===== src/rtl/s2c_pkg.sv =====
// Shared types and constants for the S2C packet serializer.
package s2c_pkg;

    // Default payload length in 32-bit words and the end-of-test function code.
    localparam int S2C_DATA_SIZE = 8;
    localparam int S2C_FN_END    = 2;

    // Header fields captured with every packet.
    typedef struct packed {
        logic        [31:0] id;
        logic        [31:0] fn;
        logic signed [31:0] ret;
    } s2c_hdr_t;

    // Full packet: header plus payload array (element k is payload word k).
    typedef struct packed {
        s2c_hdr_t                         hdr;
        logic [S2C_DATA_SIZE-1:0][31:0]   data;
    } s2c_pkt_t;

    // Serializer FSM states.
    typedef enum logic [2:0] {
        IDLE,
        HDR_ID,
        HDR_FN,
        DATA,
        HALT
    } s2c_state_t;

    // Payload length advertised in the function word: a failed request carries no data.
    function automatic logic [15:0] s2c_len(input logic signed [31:0] ret, input int data_size);
        return (ret == 0) ? 16'(data_size) : 16'd0;
    endfunction

endpackage


===== src/rtl/s2c_word_mux.sv =====
// Selects one 32-bit payload word from the captured packet by beat index.
module s2c_word_mux
    import s2c_pkg::*;
#(
    parameter int DATA_SIZE = S2C_DATA_SIZE,
    parameter int BW        = $clog2(DATA_SIZE) + 1
) (
    input  logic [32*DATA_SIZE-1:0] payload,
    input  logic [BW-1:0]           beat,
    output logic [31:0]             word
);

    // Decode the beat index into a word select; out-of-range beats yield zero.
    always_comb begin
        // NOTE: every variable written here gets a default first so no latch is inferred.
        word = '0;
        for (int k = 0; k < DATA_SIZE; k++) begin
            if (beat == BW'(k)) begin
                word = payload[32*k +: 32];
            end
        end
    end

endmodule


===== src/rtl/s2c_pkt_serializer.sv =====
// Serializes a captured S2C packet into a 32-bit valid/ready word stream:
// id word, {fn[15:0], len} word, then len payload words. Counts emitted
// packets and error packets, and halts after an end-of-test packet.
module s2c_pkt_serializer
    import s2c_pkg::*;
#(
    parameter int DATA_SIZE = S2C_DATA_SIZE,
    parameter int FN_END    = S2C_FN_END
) (
    input  logic                    clk,
    input  logic                    rst,
    input  logic                    pkt_valid,
    output logic                    pkt_ready,
    input  logic [31:0]             pkt_id,
    input  logic [31:0]             pkt_fn,
    input  logic signed [31:0]      pkt_ret,
    input  logic [32*DATA_SIZE-1:0] pkt_data,
    output logic                    out_valid,
    input  logic                    out_ready,
    output logic [31:0]             out_data,
    output logic                    out_sop,
    output logic                    out_last,
    output logic                    end_seen,
    output logic [15:0]             pkt_count,
    output logic [15:0]             err_count
);

    localparam int            BW        = $clog2(DATA_SIZE) + 1;
    localparam logic [BW-1:0] LAST_BEAT = BW'(DATA_SIZE - 1);

    s2c_state_t              state;
    s2c_state_t              state_next;
    s2c_state_t              done_state;
    logic [BW-1:0]           beat;
    logic [BW-1:0]           beat_next;
    s2c_hdr_t                hdr;
    logic [32*DATA_SIZE-1:0] payload;
    logic [15:0]             len;
    logic [31:0]             data_word;
    logic                    accept;
    logic                    last_hs;

    s2c_word_mux #(
        .DATA_SIZE (DATA_SIZE),
        .BW        (BW)
    ) u_word_mux (
        .payload (payload),
        .beat    (beat),
        .word    (data_word)
    );

    // Next-state, beat and stream output decode from the registered state.
    always_comb begin
        state_next = state;
        beat_next  = beat;
        pkt_ready  = 1'b0;
        out_valid  = 1'b0;
        out_data   = '0;
        out_sop    = 1'b0;
        out_last   = 1'b0;
        accept     = 1'b0;
        len        = s2c_len(hdr.ret, DATA_SIZE);
        done_state = (hdr.fn == 32'(FN_END)) ? HALT : IDLE;

        case (state)
            IDLE: begin
                pkt_ready = 1'b1;
                if (pkt_valid) begin
                    accept     = 1'b1;
                    state_next = HDR_ID;
                end
            end
            HDR_ID: begin
                out_valid = 1'b1;
                out_data  = hdr.id;
                out_sop   = 1'b1;
                if (out_ready) begin
                    state_next = HDR_FN;
                end
            end
            HDR_FN: begin
                out_valid = 1'b1;
                out_data  = {hdr.fn[15:0], len};
                out_last  = (len == 16'd0);
                if (out_ready) begin
                    beat_next  = '0;
                    state_next = (len == 16'd0) ? done_state : DATA;
                end
            end
            DATA: begin
                out_valid = 1'b1;
                out_data  = data_word;
                out_last  = (beat == LAST_BEAT);
                if (out_ready) begin
                    if (beat == LAST_BEAT) begin
                        beat_next  = '0;
                        state_next = done_state;
                    end else begin
                        beat_next = beat + BW'(1);
                    end
                end
            end
            HALT: begin
                state_next = HALT;
            end
            default: begin
                state_next = IDLE;
            end
        endcase

        last_hs = out_valid && out_ready && out_last;
    end

    // State, beat counter, packet/error counters and the sticky end flag.
    always_ff @(posedge clk) begin
        if (rst) begin
            state     <= IDLE;
            beat      <= '0;
            end_seen  <= 1'b0;
            pkt_count <= '0;
            err_count <= '0;
        end else begin
            // NOTE: sequential state uses non-blocking assignments so every register samples pre-edge values.
            state <= state_next;
            beat  <= beat_next;
            if (last_hs) begin
                if (pkt_count != 16'hFFFF) begin
                    pkt_count <= pkt_count + 16'd1;
                end
                if (hdr.ret != 0 && err_count != 16'hFFFF) begin
                    err_count <= err_count + 16'd1;
                end
            end
            if (state_next == HALT) begin
                end_seen <= 1'b1;
            end
        end
    end

    // Packet capture on acceptance.
    always_ff @(posedge clk) begin
        // NOTE: the capture registers are deliberately not reset; they are only read after an accept loads them.
        if (accept) begin
            hdr.id  <= pkt_id;
            hdr.fn  <= pkt_fn;
            hdr.ret <= pkt_ret;
            payload <= pkt_data;
        end
    end

endmodule


===== config.mk =====
export PLATFORM = sky130hd
export DESIGN_NAME = s2c_pkt_serializer
export DESIGN_NICKNAME = d
export VERILOG_FILES = /design/src/rtl/s2c_pkg.sv /design/src/rtl/s2c_word_mux.sv /design/src/rtl/s2c_pkt_serializer.sv
export SDC_FILE = /design/constraint.sdc
export NUM_CORES = 1
export LEC_CHECK = 0
export ABC_AREA = 0
export CAP_MARGIN = 10
export CELL_PAD_IN_SITES_DETAIL_PLACEMENT = 2
export CELL_PAD_IN_SITES_GLOBAL_PLACEMENT = 2
export CORE_MARGIN = 10
export CORE_UTILIZATION = 33
export CTS_CLUSTER_DIAMETER = 30
export DETAILED_ROUTE_END_ITERATION = 8
export PLACE_DENSITY_LB_ADDON = 0.1
export REMOVE_ABC_BUFFERS = 1
export SLEW_MARGIN = 10
export SYNTH_ARGS = -nofsm -noshare
export SYNTH_HDL_FRONTEND = slang
export SYNTH_SLANG_ARGS = --single-unit

===== constraint.sdc =====
create_clock -name clk -period 11.7 [get_ports clk]
set_input_delay 1.17 -clock clk [delete_from_list [all_inputs] [get_ports clk]]
set_output_delay 1.17 -clock clk [all_outputs]
set_load 0.03 [all_outputs]

# Word level (Yosys, flattened, before mapping)
# Cells that the tools add are included.
# word_totals
wordCells,70
inputBits,356
reg_bits,392
# classes
add_sub_neg,3
n_reduce_logical,13
n_eq_ne,17
muxes,28
# op_table
operator,count
$mux W32,8
$pmux W32 S3,1
$add A16 B1 Y16 const B,2
$eq A32 B2 Y1 const B,1
$logic_not A32 Y1,1
$ne A16 B16 Y1 const B,2
$reduce_bool A32 Y1,1
$mux W3,7
$eq A4 B3 Y1 const B,4
$logic_not A16 Y1,1
$mux W4,4
$pmux W3 S5,1
$eq A4 B2 Y1 const B,2
$pmux W4 S2,1
$eq A3 B2 Y1 const B,2
$eq A3 B3 Y1 const B,2
$mux W1,5
$add A4 B1 Y4 const B,1
$eq A4 B1 Y1 const B,1
$logic_not A4 Y1,1
$ne A2 B2 Y1 const B,2
$reduce_and A2 Y1,2
$eq A3 B1 Y1 const B,1
$logic_and A1 B1 Y1,3
5 further kinds,5

# Depth between registers and ports, before layout
# Gate-level depths: netlist (run 1).
# logic_depth
ltp_word,10
mapped_depth,10

# Hierarchy
# A second synthesis (run 1) with hierarchy kept.
# unflattened
hier_cells,985
area_unflattened_um2,15924.0
# modules_own_cells
mod,n_inst,area_each_um2,cells_per_inst,seq_area_each_um2
s2c_pkt_serializer,1,13515.5,720,11370.9
s2c_word_mux,1,2408.6,265,0.0

# Least setup slack after synthesis (run 1)
# Ideal clock, no wire load.
# synth_path
kind,register to register
from,reg state[0]
to,"reg hdr[0] (netlist name), enable pin"
period_less_slack_ns,10.221
path_stages_with_launch,5
setup_slack_ns,1.479
arrival_ns,9.464
n_path_buf,2
required_ns,10.943
path_cell_list,dfxtp_1 > clkbuf_1 > clkbuf_1 > nor3_1 > and2_1
# synth_between
elab_chain_len,2
# synth_rtl
item,line_no,text
"start, declared",s2c_pkt_serializer.sv:31,s2c_state_t state;
"start signal, assigned",s2c_pkt_serializer.sv:124,state <= state_next;
$logic_not A3 Y1,s2c_pkt_serializer.sv:65,case (state)
$mux W1,s2c_pkt_serializer.sv:65,
net accept,s2c_pkt_serializer.sv:40,logic accept;
"end, declared",s2c_pkt_serializer.sv:36,s2c_hdr_t hdr;
# The timed path passes the listed nets, and every way through them passes these cells.
# A chain may end at the register's enable or synchronous reset.

# Worst setup path after layout (run 1)
# layout_path
from,reg beat[2]
to,out out_data[25]
# layout_between
elab_chain_len,10
elab_cells_between_ends,17
classes_between,eq/ne: 7; mux: 9; reduce/logical: 1
# layout_rtl
item,line_no,text
"start, declared",s2c_pkt_serializer.sv:34,logic [BW-1:0] beat;
"start signal, assigned",s2c_pkt_serializer.sv:125,beat <= beat_next;
$logic_not A4 Y1,s2c_word_mux.sv:18,if (beat == BW'(k)) begin
$mux W32 (7 in a row),s2c_word_mux.sv:18,
$mux W32 (*),s2c_word_mux.sv:18,
$pmux W32 S3 (*),s2c_pkt_serializer.sv:65,
"end, declared",s2c_pkt_serializer.sv:20,"output logic [31:0] out_data,"
# Every way passes the cells marked *; elsewhere a longest branch is shown, timed or not.

==> metrics, run 1 <==
Critical Path Fanout Max 20; Slew headroom 0.2354; pin count of the biggest net entering global routing 82; wire per inst 28.88 µm; placed cell count 1,931; Setup Skew 0.02842 ns; Critical R2R Capture payload[244]$_DFFE_PP_; worst-case reg-to-reg path depth 4; crit path time final 5.922 ns; number of CTS-inserted buffers 93; worst endpoint required time 10.53 ns; via count 11,260; Mapped Area 15,020 µm²; nets 1,789; share of the clock period used by the worst path 0.5061; clk_lat worst skew 0.62 ns; fraction of layout cells with a size suffix above 1 0.1304; via/cell ratio 5.306; Post-Syn Area per Cell 15.77 µm²; number of routed nets with antenna violations 0; Hold Buf Count CTS 0; HP Class flip-flop to flip-flop; Die Wd 233.3 µm; final design area excluding fillers 23,130 µm²; Initial DRC Count 914; GRT Overall Usage 0.2199; Site Rows 78; Synth Register Bits 392; Ports 425; sequential fraction of the synthesis area 0.7573; Cell Area, Placed 19,880 µm²; Final Hold Fails 0; worst reg2reg path startpoint state[0]$_SDFF_PP0_; initial core utilization 0.3323; Yosys warning total 0; Port Buffer Count 424; H-tree levels 3; number of flops mapped to enable cells by yosys 352; Setup TNS 0 ns; worst hold path stage count 2; Overflow after GRT 0; Die Y 233.3 µm; Worst Hold End pkt_count[13]$_SDFFE_PP0P_; unrepaired setup endpoints after global routing false; Post-Route WL 61,280 µm; Detailed Place HPWL 42,270 µm; clock tree from TritonCTS yes; max-slew violation count 0; CP endpoint kind output pin; initial antenna violation count 27; buffers inserted by post-CTS timing repair 0; clock buffer depth 3; fmax 168.9 MHz; Core Region 45,190 µm²; # setup viols final 0; PwrDens 197.3 nW/µm²; drt pass-1 iters 8; Gate Count Post-Synth 952; Hold Startpoint pkt_count[13]$_SDFFE_PP0P_; ys flop type edfxtp_1; Layout area overhead 54.01%; R2R Setup Slk 7.50 ns; synth unique cells 57; Max IR drop VDD 170.2 µV; first-pass GRT wire length 86,190 µm; Max-cap violations 0; Least-Margin Pin Slew 1.146 ns; outcome finished clean; CTS Sinks 392; cell leakage power 0.007798 µW; vias in the first global route 12,630; Async S/R FF share, synth 0; Startpoint Class flip-flop; cells resized by post-CTS repair 0; most frequent cells in the layout clkdlybuf4s50_1, edfxtp_1, clkbuf_16, nand2_1, a22oi_1; die area 54,430 µm²; worst path arrival time 4.75 ns; fin cells 2,122; Final Wtd Congestion 0.7884; drt drc 0; most common cell after layout, fill and taps aside clkdlybuf4s50_1; clock root cell clkbuf_16; clock-pin slew on the worst setup and hold paths 0.04 ns; Setup CP Type flip-flop to output pin
[flip-flops by register name, indices dropped and copies added (netlist names)]
signal and count:
beat 4, end_seen 1, err_count 16, hdr 96
payload 256, pkt_count 16, state 3
[cell families after synthesis]
| logic type | synth area share |
|---|---|
| AO/OA/AOI/OAI | 0.1274 |
| adder cells (fa/ha/maj) | 0.004999 |
| AND/OR/NAND/NOR | 0.08125 |
| multiplexers | 0.009583 |
| flip-flops | 0.7573 |
| buffers and inverters | 0.01950 |
[per-stage QoR]
stage                       util  setup slack [ns]  power [µW]  hold slack [ns]
after floorplan                -             1.682        1801           0.4712
after global placement    0.4400             6.556        1950           0.4740
after detailed placement  0.4400             6.341        1963           0.4981
final                     0.5118             5.778        4562           0.4973
after CTS                 0.5105             5.639        4613           0.5046
after global routing      0.5115             5.423        4705           0.5196
[metal layers]
| layer | global-route usage | routed length, µm | up-vias |
|---|---|---|---|
| met5 | 0 | 172 | - |
| met4 | 0.08562 | 1855 | 24 |
| met3 | 0.07935 | 4557 | 131 |
| met2 | 0.3898 | 32430 | 402 |
| met1 | 0.2347 | 22270 | 5750 |
| li1 | - | - | 4952 |
[worst max-delay path by stage]
stage,endpoint,slack (ns),from
after floorplan,hdr[0]$_DFFE_PP_,1.68,state[0]$_SDFF_PP0_
after global placement,out_data[31],6.56,beat[2]$_SDFFE_PP0P_
after detailed placement,out_data[31],6.34,beat[2]$_SDFFE_PP0P_
after CTS,out_data[28],5.64,beat[2]$_SDFFE_PP0P_
after global routing,out_data[20],5.42,beat[2]$_SDFFE_PP0P_
final,out_data[25],5.78,beat[2]$_SDFFE_PP0P_
[critical path, stage by stage (launching register included)]
cell             delay (ns)
dfxtp_1                0.59
nor2b_1                0.52
nand2_1                0.76
nand2_1                0.97
o221ai_1               0.26
o211ai_1               0.24
clkdlybuf4s50_1        0.80
[cell type report]
cell class,count,area [µm²]
clock inverters,65,735.7
well taps,600,750.7
clock buffers,106,2449
repair buffers,441,4370
fillers,4198,22060
multi-input cells,495,3387
inverters,4,15.01
diodes,19,47.55
flip-flops and latches,392,11370
[report_power, final]
group	switching [µW]	total, µW	internal [µW]
combinational	125	266	141
clock	839	2620	1780
sequential	32.2	1670	1640
[synthesized netlist by cell type (21+ instances only)]
cell type / number / area [µm²]
edfxtp_1: 352 / 10570
nand2_1: 74 / 277.8
a22oi_1: 60 / 450.4
o21ai_0: 41 / 205.2
clkbuf_1: 40 / 150.1
dfxtp_1: 40 / 800.8
a222oi_1: 34 / 340.3
o221ai_1: 31 / 271.5
a21oi_1: 27 / 135.1
nor2_1: 21 / 78.83
(Power assumes the default switching activity.)
==> run 2: changes to the inputs <==
--- a/config.mk
+++ b/config.mk
@@ -10,7 +10,7 @@
 export CELL_PAD_IN_SITES_DETAIL_PLACEMENT = 2
 export CELL_PAD_IN_SITES_GLOBAL_PLACEMENT = 2
 export CORE_MARGIN = 10
-export CORE_UTILIZATION = 33
+export CORE_UTILIZATION = 29
 export CTS_CLUSTER_DIAMETER = 30
 export DETAILED_ROUTE_END_ITERATION = 8
 export PLACE_DENSITY_LB_ADDON = 0.1
==> constraint.sdc (replaced) <==
create_clock -name clk -period 5.13 [get_ports clk]
set_input_delay 0.513 -clock clk [delete_from_list [all_inputs] [get_ports clk]]
set_output_delay 0.513 -clock clk [all_outputs]
set_load 0.03 [all_outputs]
==> run 2 against run 1 <==
  * Global-route usage down 2.3 points
  * Die area increased by 13%
  * Non-clock buffer count increased by 8
  * Wire length increased by 1.1%
  * Via count is 0.74% higher
  * Final cell count rose by 5.7%
  * Worst hold slack worse by 0.077 ns
  * Core utilization fell by 4.2 points
  * Sequential power up 130%
  * Design area rose by 4.3%
  * Critical path depth unchanged
  * Largest cell class unchanged
  * Largest power group unchanged
==> metrics, run 2 (synthesized netlist as in run 1, its figures left out) <==
outcome finished clean; initial antenna violation count 25 (-7.4%); Critical Path Fanout Max 16 (-20%); # setup viols final 0 (unchanged); clock tree from TritonCTS yes; clock-pin slew on the worst setup and hold paths 0.05 ns (about the same); Core Region 51,300 µm² (+14%); most common cell after layout, fill and taps aside clkdlybuf4s50_1; crit path time final 4.751 ns; Final Hold Fails 0 (unchanged); Ports 425 (unchanged); initial core utilization 0.2927 (-0.03962); Hold Buf Count CTS 0 (unchanged); cell leakage power 0.008236 µW (+5.6%); CP endpoint kind output pin; share of the clock period used by the worst path 0.9261; Least-Margin Pin Slew 1.077 ns (-0.06828 ns); clock buffer depth 3 (unchanged); Place WS 0.9315 ns (-5.410 ns); number of routed nets with antenna violations 0 (unchanged); largest registers payload (256), hdr (96); Die Y 247.6 µm (+6.1%); most frequent cells in the layout clkdlybuf4s50_1, edfxtp_1, clkbuf_16, nand2_1, a22oi_1; wire per inst 27.61 µm (-4.4%); PwrDens 487.0 nW/µm² (+150%); Largest register FFs 256 (unchanged); CTS Sinks 392 (unchanged); fraction of layout cells with a size suffix above 1 0.1515 (+0.02111); Flop pwr share 0.325 (-0.042); Switching Fraction 0.2089 (-0.009412); R2R Setup Slk 1.81 ns (-5.69 ns); Site Rows 83 (+6.4%); fin worst setup slack 0.3791 ns (-5.399 ns); cells resized by post-CTS repair 0 (unchanged); via/cell ratio 5.057 (-4.7%); Setup Skew 0.03221 ns (+0.003793 ns); max-slew violation count 0 (unchanged); unrepaired setup endpoints after global routing false; GRT Overall Usage 0.1967 (-0.02326); clock network power share 0.623 (+0.048); Max-cap violations 0 (unchanged); Slew headroom 0.2809 (+0.04557); HP Class input pin to flip-flop; Initial DRC Count 664 (-27%); Startpoint Class flip-flop; first-pass GRT wire length 87,230 µm (+1.2%); Die Wd 247.6 µm (+6.1%); Overflow after GRT 0 (unchanged); number of CTS-inserted buffers 112 (+20%); clock root cell clkbuf_16; clk_lat worst skew 0.65 ns (+0.03 ns); Port Buffer Count 424 (unchanged); Detailed Place HPWL 42,060 µm (-0.51%); die area 61,280 µm² (+13%); H-tree levels 3 (unchanged); worst endpoint required time 4.62 ns (-5.91 ns); Post-Route WL 61,930 µm (+1.1%); Max IR drop VDD 339.7 µV (+100%); drt pass-1 iters 5 (-3); Layout area overhead 60.58%; worst path arrival time 4.24 ns (-0.51 ns); # fillers 4,874 (+16%); Final Wtd Congestion 0.7515 (-4.7%); Util after Layout 0.4700 (-0.04180); pin count of the biggest net entering global routing 100 (+22%); nets 1,816 (+1.5%); Setup CP Type flip-flop to output pin; vias in the first global route 12,730 (+0.79%); buffers inserted by post-CTS timing repair 0 (unchanged); Biggest register payload; fmax 210.5 MHz; Comb pwr share 0.052 (-0.006); drt drc 0 (unchanged); via count 11,340 (+0.74%); switching power 2453 µW (+150%); P_int 9290 µW (+160%)
-- run 2: cell types whose count changed in the layout (fill, tap and decap cells not counted), sizes merged --
cell	delta
clkinv	+12
diode	-7
buf	+8
inv	-4
bufinv	+11
clkbuf	+19
clkinvlp	+2
-- run 2: through the flow --
stage | hold slack (ns) | instances | total power (µW) | instance area (µm²) | setup TNS [ns]
6_report | 0.4201 | 2243 | 11740 | 24110 | 0
5_1_grt | 0.3819 | 2241 | 12120 | 24110 | 0
4_1_cts | 0.3756 | 2231 | 11890 | 24080 | 0
3_5_place_dp | 0.4945 | 2020 | 4480 | 20080 | 0
3_3_place_gp | 0.4739 | 2020 | 4458 | 20080 | 0
2_1_floorplan | 0.4712 | 891 | 4108 | 14740 | -1720.67
-- run 2: worst max-delay path, cell delays in order, from the launching register on --
cell	delay, ns
dfxtp_1	0.42
ha_2	0.51
nand2_1	0.47
nor2_2	0.97
a22oi_1	0.17
o221ai_1	0.30
clkdlybuf4s50_1	0.74
-- run 2: worst paths after layout --
kind / from / end / depth (start not counted)
hold reg to reg: err_count[13]$_SDFFE_PP0P_ / err_count[13]$_SDFFE_PP0P_ / 2
hold / removal: pkt_data[120] / payload[120]$_DFFE_PP_ / 1
setup reg to reg: beat[0]$_SDFFE_PP0P_ / pkt_count[10]$_SDFFE_PP0P_ / 7
setup / recovery: beat[0]$_SDFFE_PP0P_ / out_data[10] / 6
-- run 2: routing by layer --
layer / up-vias / part of all wire / global-route usage
li1: 5019 / - / -
met1: 5800 / 0.38 / 0.2136
met2: 396 / 0.54 / 0.3518
met3: 103 / 0.069 / 0.07117
met4: 24 / 0.017 / 0.06043
met5: - / 0.0023 / 0
-- run 2: power groups by stage --
stage,Sequential (µW),Combinational [µW],Clock (µW)
after floorplan,3920,191,0
after global placement,3850,606,0
after detailed placement,3860,617,0
after CTS,3820,626,7450
after global routing,3830,656,7640
final,3810,614,7310
-- run 2: final cells by class --
| type | count | area [µm²] | area share |
|---|---|---|---|
| well taps | 680 | 850.8 | 0.03529 |
| clock inverters | 86 | 1106 | 0.04587 |
| inverters | 4 | 15.01 | 0.0006227 |
| multi-input cells | 495 | 3393 | 0.1407 |
| repair buffers | 449 | 4452 | 0.1846 |
| clock buffers | 125 | 2894 | 0.1200 |
| diodes | 12 | 30.03 | 0.001245 |
| flip-flops and latches | 392 | 11370 | 0.4716 |
